$ cat src/rtl/capture_sequencer_if.sv
// rtl/capture_sequencer_if.sv - capture block, frame buffer read port and byte TX bundle
interface capture_sequencer_if #(
    parameter int BUFF_BITS = 16
) ();
    logic                 start_capture;
    logic                 frame_captured;
    logic [BUFF_BITS-1:0] buff_rd_addr;
    logic [7:0]           buff_rd_data;
    logic [7:0]           tx_data;
    logic                 tx_start;
    logic                 tx_busy;

    modport master (
        output start_capture,
        output buff_rd_addr,
        output tx_data,
        output tx_start,
        input  frame_captured,
        input  buff_rd_data,
        input  tx_busy
    );

    modport slave (
        input  start_capture,
        input  buff_rd_addr,
        input  tx_data,
        input  tx_start,
        output frame_captured,
        output buff_rd_data,
        output tx_busy
    );
endinterface

$ cat src/rtl/capture_sequencer.sv
// rtl/capture_sequencer.sv - sequences frame capture, buffer readout and byte transmission
module capture_sequencer #(
    parameter int TOTAL_BYTES    = 19200,
    parameter int BUFF_BITS      = 16,
    parameter int TIMEOUT_CYCLES = 2_000_000
) (
    input  logic                clk,
    input  logic                rst,
    input  logic                snap,
    input  logic                continuous,
    capture_sequencer_if.master cap,
    output logic                busy,
    output logic                timeout_err,
    output logic [7:0]          frames_sent
);
    localparam int TW = $clog2(TIMEOUT_CYCLES + 1);
    localparam logic [TW-1:0]        TO_LAST   = TW'(TIMEOUT_CYCLES - 1);
    localparam logic [BUFF_BITS-1:0] LAST_ADDR = BUFF_BITS'(TOTAL_BYTES - 1);

    typedef enum logic [3:0] {
        IDLE,
        ARM,
        CAPTURE,
        RD_ADDR,
        RD_WAIT,
        TX_REQ,
        TX_HOLD,
        TX_WAIT,
        DONE
    } state_t;

    state_t               state;
    state_t               state_next;
    logic                 snap_q;
    logic                 snap_edge;
    logic [TW-1:0]        to_cnt;
    logic                 timeout_hit;
    logic [BUFF_BITS-1:0] rd_addr;
    logic [7:0]           tx_data_q;
    logic                 last_byte;

    assign snap_edge   = snap & ~snap_q;
    assign timeout_hit = (to_cnt == TO_LAST);
    assign last_byte   = (rd_addr == LAST_ADDR);

    assign busy             = (state != IDLE);
    assign cap.buff_rd_addr = rd_addr;
    assign cap.tx_data      = tx_data_q;

    // State register
    always_ff @(posedge clk) begin
        if (rst) begin
            state <= IDLE;
        end else begin
            state <= state_next;
        end
    end

    // Next-state decode plus the capture enable and the single-cycle TX strobe
    always_comb begin
        state_next        = state;
        cap.start_capture = 1'b0;
        cap.tx_start      = 1'b0;
        case (state)
            IDLE: begin
                if (snap_edge) begin
                    state_next = ARM;
                end
            end
            ARM: begin
                // One low cycle so the capture block clears its write address
                state_next = CAPTURE;
            end
            CAPTURE: begin
                cap.start_capture = 1'b1;
                if (cap.frame_captured) begin
                    state_next = RD_ADDR;
                end else if (timeout_hit) begin
                    state_next = IDLE;
                end
            end
            RD_ADDR: begin
                cap.start_capture = 1'b1;
                state_next        = RD_WAIT;
            end
            RD_WAIT: begin
                cap.start_capture = 1'b1;
                state_next        = TX_REQ;
            end
            TX_REQ: begin
                cap.start_capture = 1'b1;
                if (!cap.tx_busy) begin
                    cap.tx_start = 1'b1;
                    state_next   = TX_HOLD;
                end
            end
            TX_HOLD: begin
                cap.start_capture = 1'b1;
                state_next        = TX_WAIT;
            end
            TX_WAIT: begin
                cap.start_capture = 1'b1;
                if (!cap.tx_busy) begin
                    state_next = last_byte ? DONE : RD_ADDR;
                end
            end
            DONE: begin
                state_next = continuous ? ARM : IDLE;
            end
            default: begin
                state_next = IDLE;
            end
        endcase
    end

    // Datapath: snap edge history, capture timeout, read address, TX byte latch, status
    always_ff @(posedge clk) begin
        if (rst) begin
            snap_q      <= 1'b0;
            to_cnt      <= '0;
            rd_addr     <= '0;
            tx_data_q   <= 8'h00;
            timeout_err <= 1'b0;
            frames_sent <= 8'h00;
        end else begin
            snap_q <= snap;

            // Counter only lives while CAPTURE persists; any exit clears it
            if (state == CAPTURE && state_next == CAPTURE) begin
                to_cnt <= to_cnt + TW'(1);
            end else begin
                to_cnt <= '0;
            end

            if (state == CAPTURE && cap.frame_captured) begin
                rd_addr <= '0;
            end else if (state == TX_WAIT && !cap.tx_busy && !last_byte) begin
                rd_addr <= rd_addr + BUFF_BITS'(1);
            end

            if (state == RD_WAIT) begin
                tx_data_q <= cap.buff_rd_data;
            end

            if (state == IDLE && snap_edge) begin
                timeout_err <= 1'b0;
            end else if (state == CAPTURE && !cap.frame_captured && timeout_hit) begin
                timeout_err <= 1'b1;
            end

            if (state == DONE) begin
                frames_sent <= frames_sent + 8'd1;
            end
        end
    end
endmodule

$ cat src/flat_wrapper.sv
// flat-port wrapper written by rule: the top's interface ports become plain ports
module capture_sequencer_flat 
#(
    parameter int TOTAL_BYTES    = 19200,
    parameter int BUFF_BITS      = 16,
    parameter int TIMEOUT_CYCLES = 2_000_000
)
  (clk, rst, snap, continuous, busy, timeout_err, frames_sent, cap_start_capture, cap_buff_rd_addr, cap_tx_data, cap_tx_start, cap_frame_captured, cap_buff_rd_data, cap_tx_busy);
  capture_sequencer_if #(.BUFF_BITS(BUFF_BITS)) cap_i ();
  input  logic clk;
  input  logic rst;
  input  logic snap;
  input  logic continuous;
  output logic busy;
  output logic timeout_err;
  output logic [7:0] frames_sent;
  output wire logic [$bits(cap_i.start_capture)-1:0] cap_start_capture;
  output wire logic [$bits(cap_i.buff_rd_addr)-1:0] cap_buff_rd_addr;
  output wire logic [$bits(cap_i.tx_data)-1:0] cap_tx_data;
  output wire logic [$bits(cap_i.tx_start)-1:0] cap_tx_start;
  input wire logic [$bits(cap_i.frame_captured)-1:0] cap_frame_captured;
  input wire logic [$bits(cap_i.buff_rd_data)-1:0] cap_buff_rd_data;
  input wire logic [$bits(cap_i.tx_busy)-1:0] cap_tx_busy;
  assign cap_start_capture = cap_i.start_capture;
  assign cap_buff_rd_addr = cap_i.buff_rd_addr;
  assign cap_tx_data = cap_i.tx_data;
  assign cap_tx_start = cap_i.tx_start;
  assign cap_i.frame_captured = cap_frame_captured;
  assign cap_i.buff_rd_data = cap_buff_rd_data;
  assign cap_i.tx_busy = cap_tx_busy;
  capture_sequencer #(.TOTAL_BYTES(TOTAL_BYTES), .BUFF_BITS(BUFF_BITS), .TIMEOUT_CYCLES(TIMEOUT_CYCLES)) u_core (.clk(clk), .rst(rst), .snap(snap), .continuous(continuous), .cap(cap_i), .busy(busy), .timeout_err(timeout_err), .frames_sent(frames_sent));
endmodule
$ cat config.mk
export PLATFORM = sky130hd
export DESIGN_NAME = capture_sequencer_flat
export DESIGN_NICKNAME = d
export VERILOG_FILES = /design/src/rtl/capture_sequencer_if.sv /design/src/rtl/capture_sequencer.sv /design/src/flat_wrapper.sv
export SDC_FILE = /design/constraint.sdc
export NUM_CORES = 1
export LEC_CHECK = 0
export CORE_ASPECT_RATIO = 0.7
export CORE_MARGIN = 2
export CORE_UTILIZATION = 37
export CTS_CLUSTER_DIAMETER = 120
export DETAILED_ROUTE_END_ITERATION = 10
export PLACE_DENSITY = 0.59
export SLEW_MARGIN = 10
export SYNTH_ARGS = -nofsm -noshare
export SYNTH_HDL_FRONTEND = slang
export SYNTH_SLANG_ARGS = --single-unit
$ cat constraint.sdc
create_clock -name clk -period 5.5 [get_ports clk]
set_input_delay 1.1 -clock clk [delete_from_list [all_inputs] [get_ports clk]]
set_output_delay 1.1 -clock clk [all_outputs]
set_load 0.01 [all_outputs]
==> results.yml <==
clock_tree:
  clk_path_buf_depth: 2
  clock_latency_ns: 0.33
  cts_resized: 0
  cts-hold-fix-buffers: 0
  htreeDepth: 3
  clkSinkCount: 59
  cts_tree: "yes"
  cts-buffers-inserted: 9
  root_buffer: "clkbuf_8"
  cts.clk_slew.worst_paths_ns: 0.06
  postCtsSetupBuffers: 0
logic_synthesis:
  synthTopCellsByCount: "59 x dfxtp_1, 38 x nand2_1, 25 x a21oi_1"
  yosysMostFrequentCell: "dfxtp_1"
  synthArstFlopShare: 0
  ys.flop_type: "dfxtp_1"
  seq_area_frac_synth: 0.411
  yosysWarnings: 0
  synth.distinct_cells: 54
  ys_ff_latch: 59
  synth_area_leaders: "dfxtp_1 41%, xor2_1 5.2%, nand2_1 5.0%"
  synth_area_leader_cell: "dfxtp_1"
  synthCells: 326
  synth_top_area_share: 0.411
  syn_nets: 343
  synth_edf_count: 0
  synth_area_per_cell_um2: 8.82
  syn_area_mm2: 0.00287
power:
  combPwrFrac: 0.055
  internal_power_uw: 675
  p_per_area_mw_per_mm2: 245
  pwr-share-seq: 0.501
  switchingPower_uw: 202
  total_leakage_power_nw: 1.18
  power.share.switching: 0.231
  peakVddDrop_mv: 0.172
  power_frac_clock: 0.444
grt:
  grt_max_degree: 23
  grt_usage: 0.157
  grt_pass1_vias: 2222
  grt_overflow_total: 0
  grt_pass1_wl_um: 10500
  antenna_found_initial: 0
worst_setup_path:
  crit_type: "input pin to output pin"
  crit_fanout: 7
  arrival_ns: 2.74
  end_kind: "output pin"
  required_ns: 4.40
  ff2ff_path_depth: 5
  start_kind: "input pin"
sta:
  tightest_slew_ns: 0.871
  fin_ws_ns: 1.66
  whs_ns: 0.454
  fin_crit_sh: 0.698
  skew_ns: 0.00485
  period_needed_ns: 3.84
  setup_violations: 0
  setup_tns_ns: 0
  slew_viol_final: 0
  hold_viol: 0
  max_freq_mhz: 261
  rsz0062_at_grt: "no"
  max_slew_margin: 0.417
place:
  gp_congestion: 0.807
  hpwl_um: 4430
  port_buffers: 49
  place_ws_ns: 1.67
  dp.cells: 456
  dpl-instance-area_mm2: 0.00338
detailed_routing:
  ant_nets: 0
  finalWirelength_um: 6350
  viasPerCell: 5.33
  vias: 2514
  post_drt_wl_per_cell_um: 13.5
  dr.pass1.iters: 4
  first_iter_violations: 111
  drc: 0
finish:
  n_fill_cell: 749
  final_nets: 386
  fin_cells: 472
  n_antenna_cell: 0
  final_area_mm2: 0.00358
  drive_above_1_share: 0.0856
  syn2layout_area_growth_pct: 24.4
floorplanning:
  fp-row-count: 26
  io_pins: 50
  start_util: 0.387
  core_mm2: 0.00742
  die_w_um: 109
  fp.dieH_um: 77.7
  dieArea_mm2: 0.00850
worst_hold_path:
  whs_path_depth: 2
  hp-class: "register to register"
outcome:
  outcome: "complete, no violations"
job:
  max-cap-violations: 0
-- flip-flops by register name, summed over array words and instances, names as in the netlist --
name and cells:
u_core.to_cnt 21, u_core.cap.buff_rd_addr 16, u_core.cap.tx_data 8, u_core.frames_sent 8, u_core.state 4, u_core.snap_q 1, u_core.timeout_err 1
-- power groups by stage --
stage	clock [mW]	sequential [mW]	combinational [mW]
finish	0.390	0.439	0.0480
global route	0.419	0.440	0.0525
CTS	0.402	0.439	0.0487
detailed placement	0	0.449	0.0484
global placement	0	0.449	0.0485
floorplan	0	0.443	0.0320
-- layout by cell type, fill, tap and decap left out, types with 7 or more instances in the layout --
cell and instances:
dfxtp_1 59, clkdlybuf4s50_1 49, nand2_1 38, a21oi_1 25, nor2_1 20, xor2_1 17, nand3_1 13, nand4_1 13
o31ai_1 12, and3_1 10, clkbuf_8 10, or4_1 9, or3_1 8, inv_1 7
-- final timing paths --
| kind | endpoint | start | slack [ns] |
|---|---|---|---|
| worst min-delay path | u_core.cap.tx_data[6] | u_core.cap.tx_data[6] | 0.45 |
| worst max-delay path | cap_tx_start | cap_tx_busy | 1.66 |
| worst max register to register | u_core.cap.buff_rd_addr[13] | u_core.cap.buff_rd_addr[0] | 3.47 |
| worst min register to register | u_core.cap.tx_data[6] | u_core.cap.tx_data[6] | 0.45 |
-- critical path: stages --
cell and delay, ns:
clkdlybuf4s50_1 0.48, and4bb_4 0.44, nor2b_1 0.16, clkdlybuf4s50_1 0.55
-- per-stage QoR --
step / utilization / power, mW
final: 0.482 / 0.877
after global routing: 0.482 / 0.912
after CTS: 0.482 / 0.890
after detailed placement: 0.456 / 0.497
after global placement: 0.456 / 0.497
after floorplan: - / 0.475
-- metal layers --
layer	GRT usage	vias up	wire [um]
met5	0	-	0
met4	0.0557	0	51
met3	0.0471	5	414
met2	0.228	58	2640
met1	0.219	1164	3250
li1	-	1287	-
-- kinds of logic (layout without fill, tap and decap cells) --
| group | count (synthesis) | after routing | synth area share |
|---|---|---|---|
| adder cells (fa/ha/maj) | 3 | 3 | 0.0131 |
| AO/OA/AOI/OAI | 62 | 62 | 0.141 |
| multiplexers | 1 | 1 | 0.00348 |
| buffers and inverters | 26 | 74 | 0.0496 |
| AND/OR/NAND/NOR | 155 | 155 | 0.321 |
| XOR/XNOR | 20 | 20 | 0.0609 |
| flip-flops | 59 | 59 | 0.411 |
-- cell type report --
type                       count  area, um^2  area share
clock buffer                  11         141      0.0395
clock inverter                 5        52.6      0.0147
inverter                       8        30.0     0.00840
multi-input combinational    241        1550       0.434
sequential                    59        1180       0.330
tap                           98         123      0.0343
timing repair buffer          50         498       0.139
No activity file was read; power rests on OpenSTA's default activity.
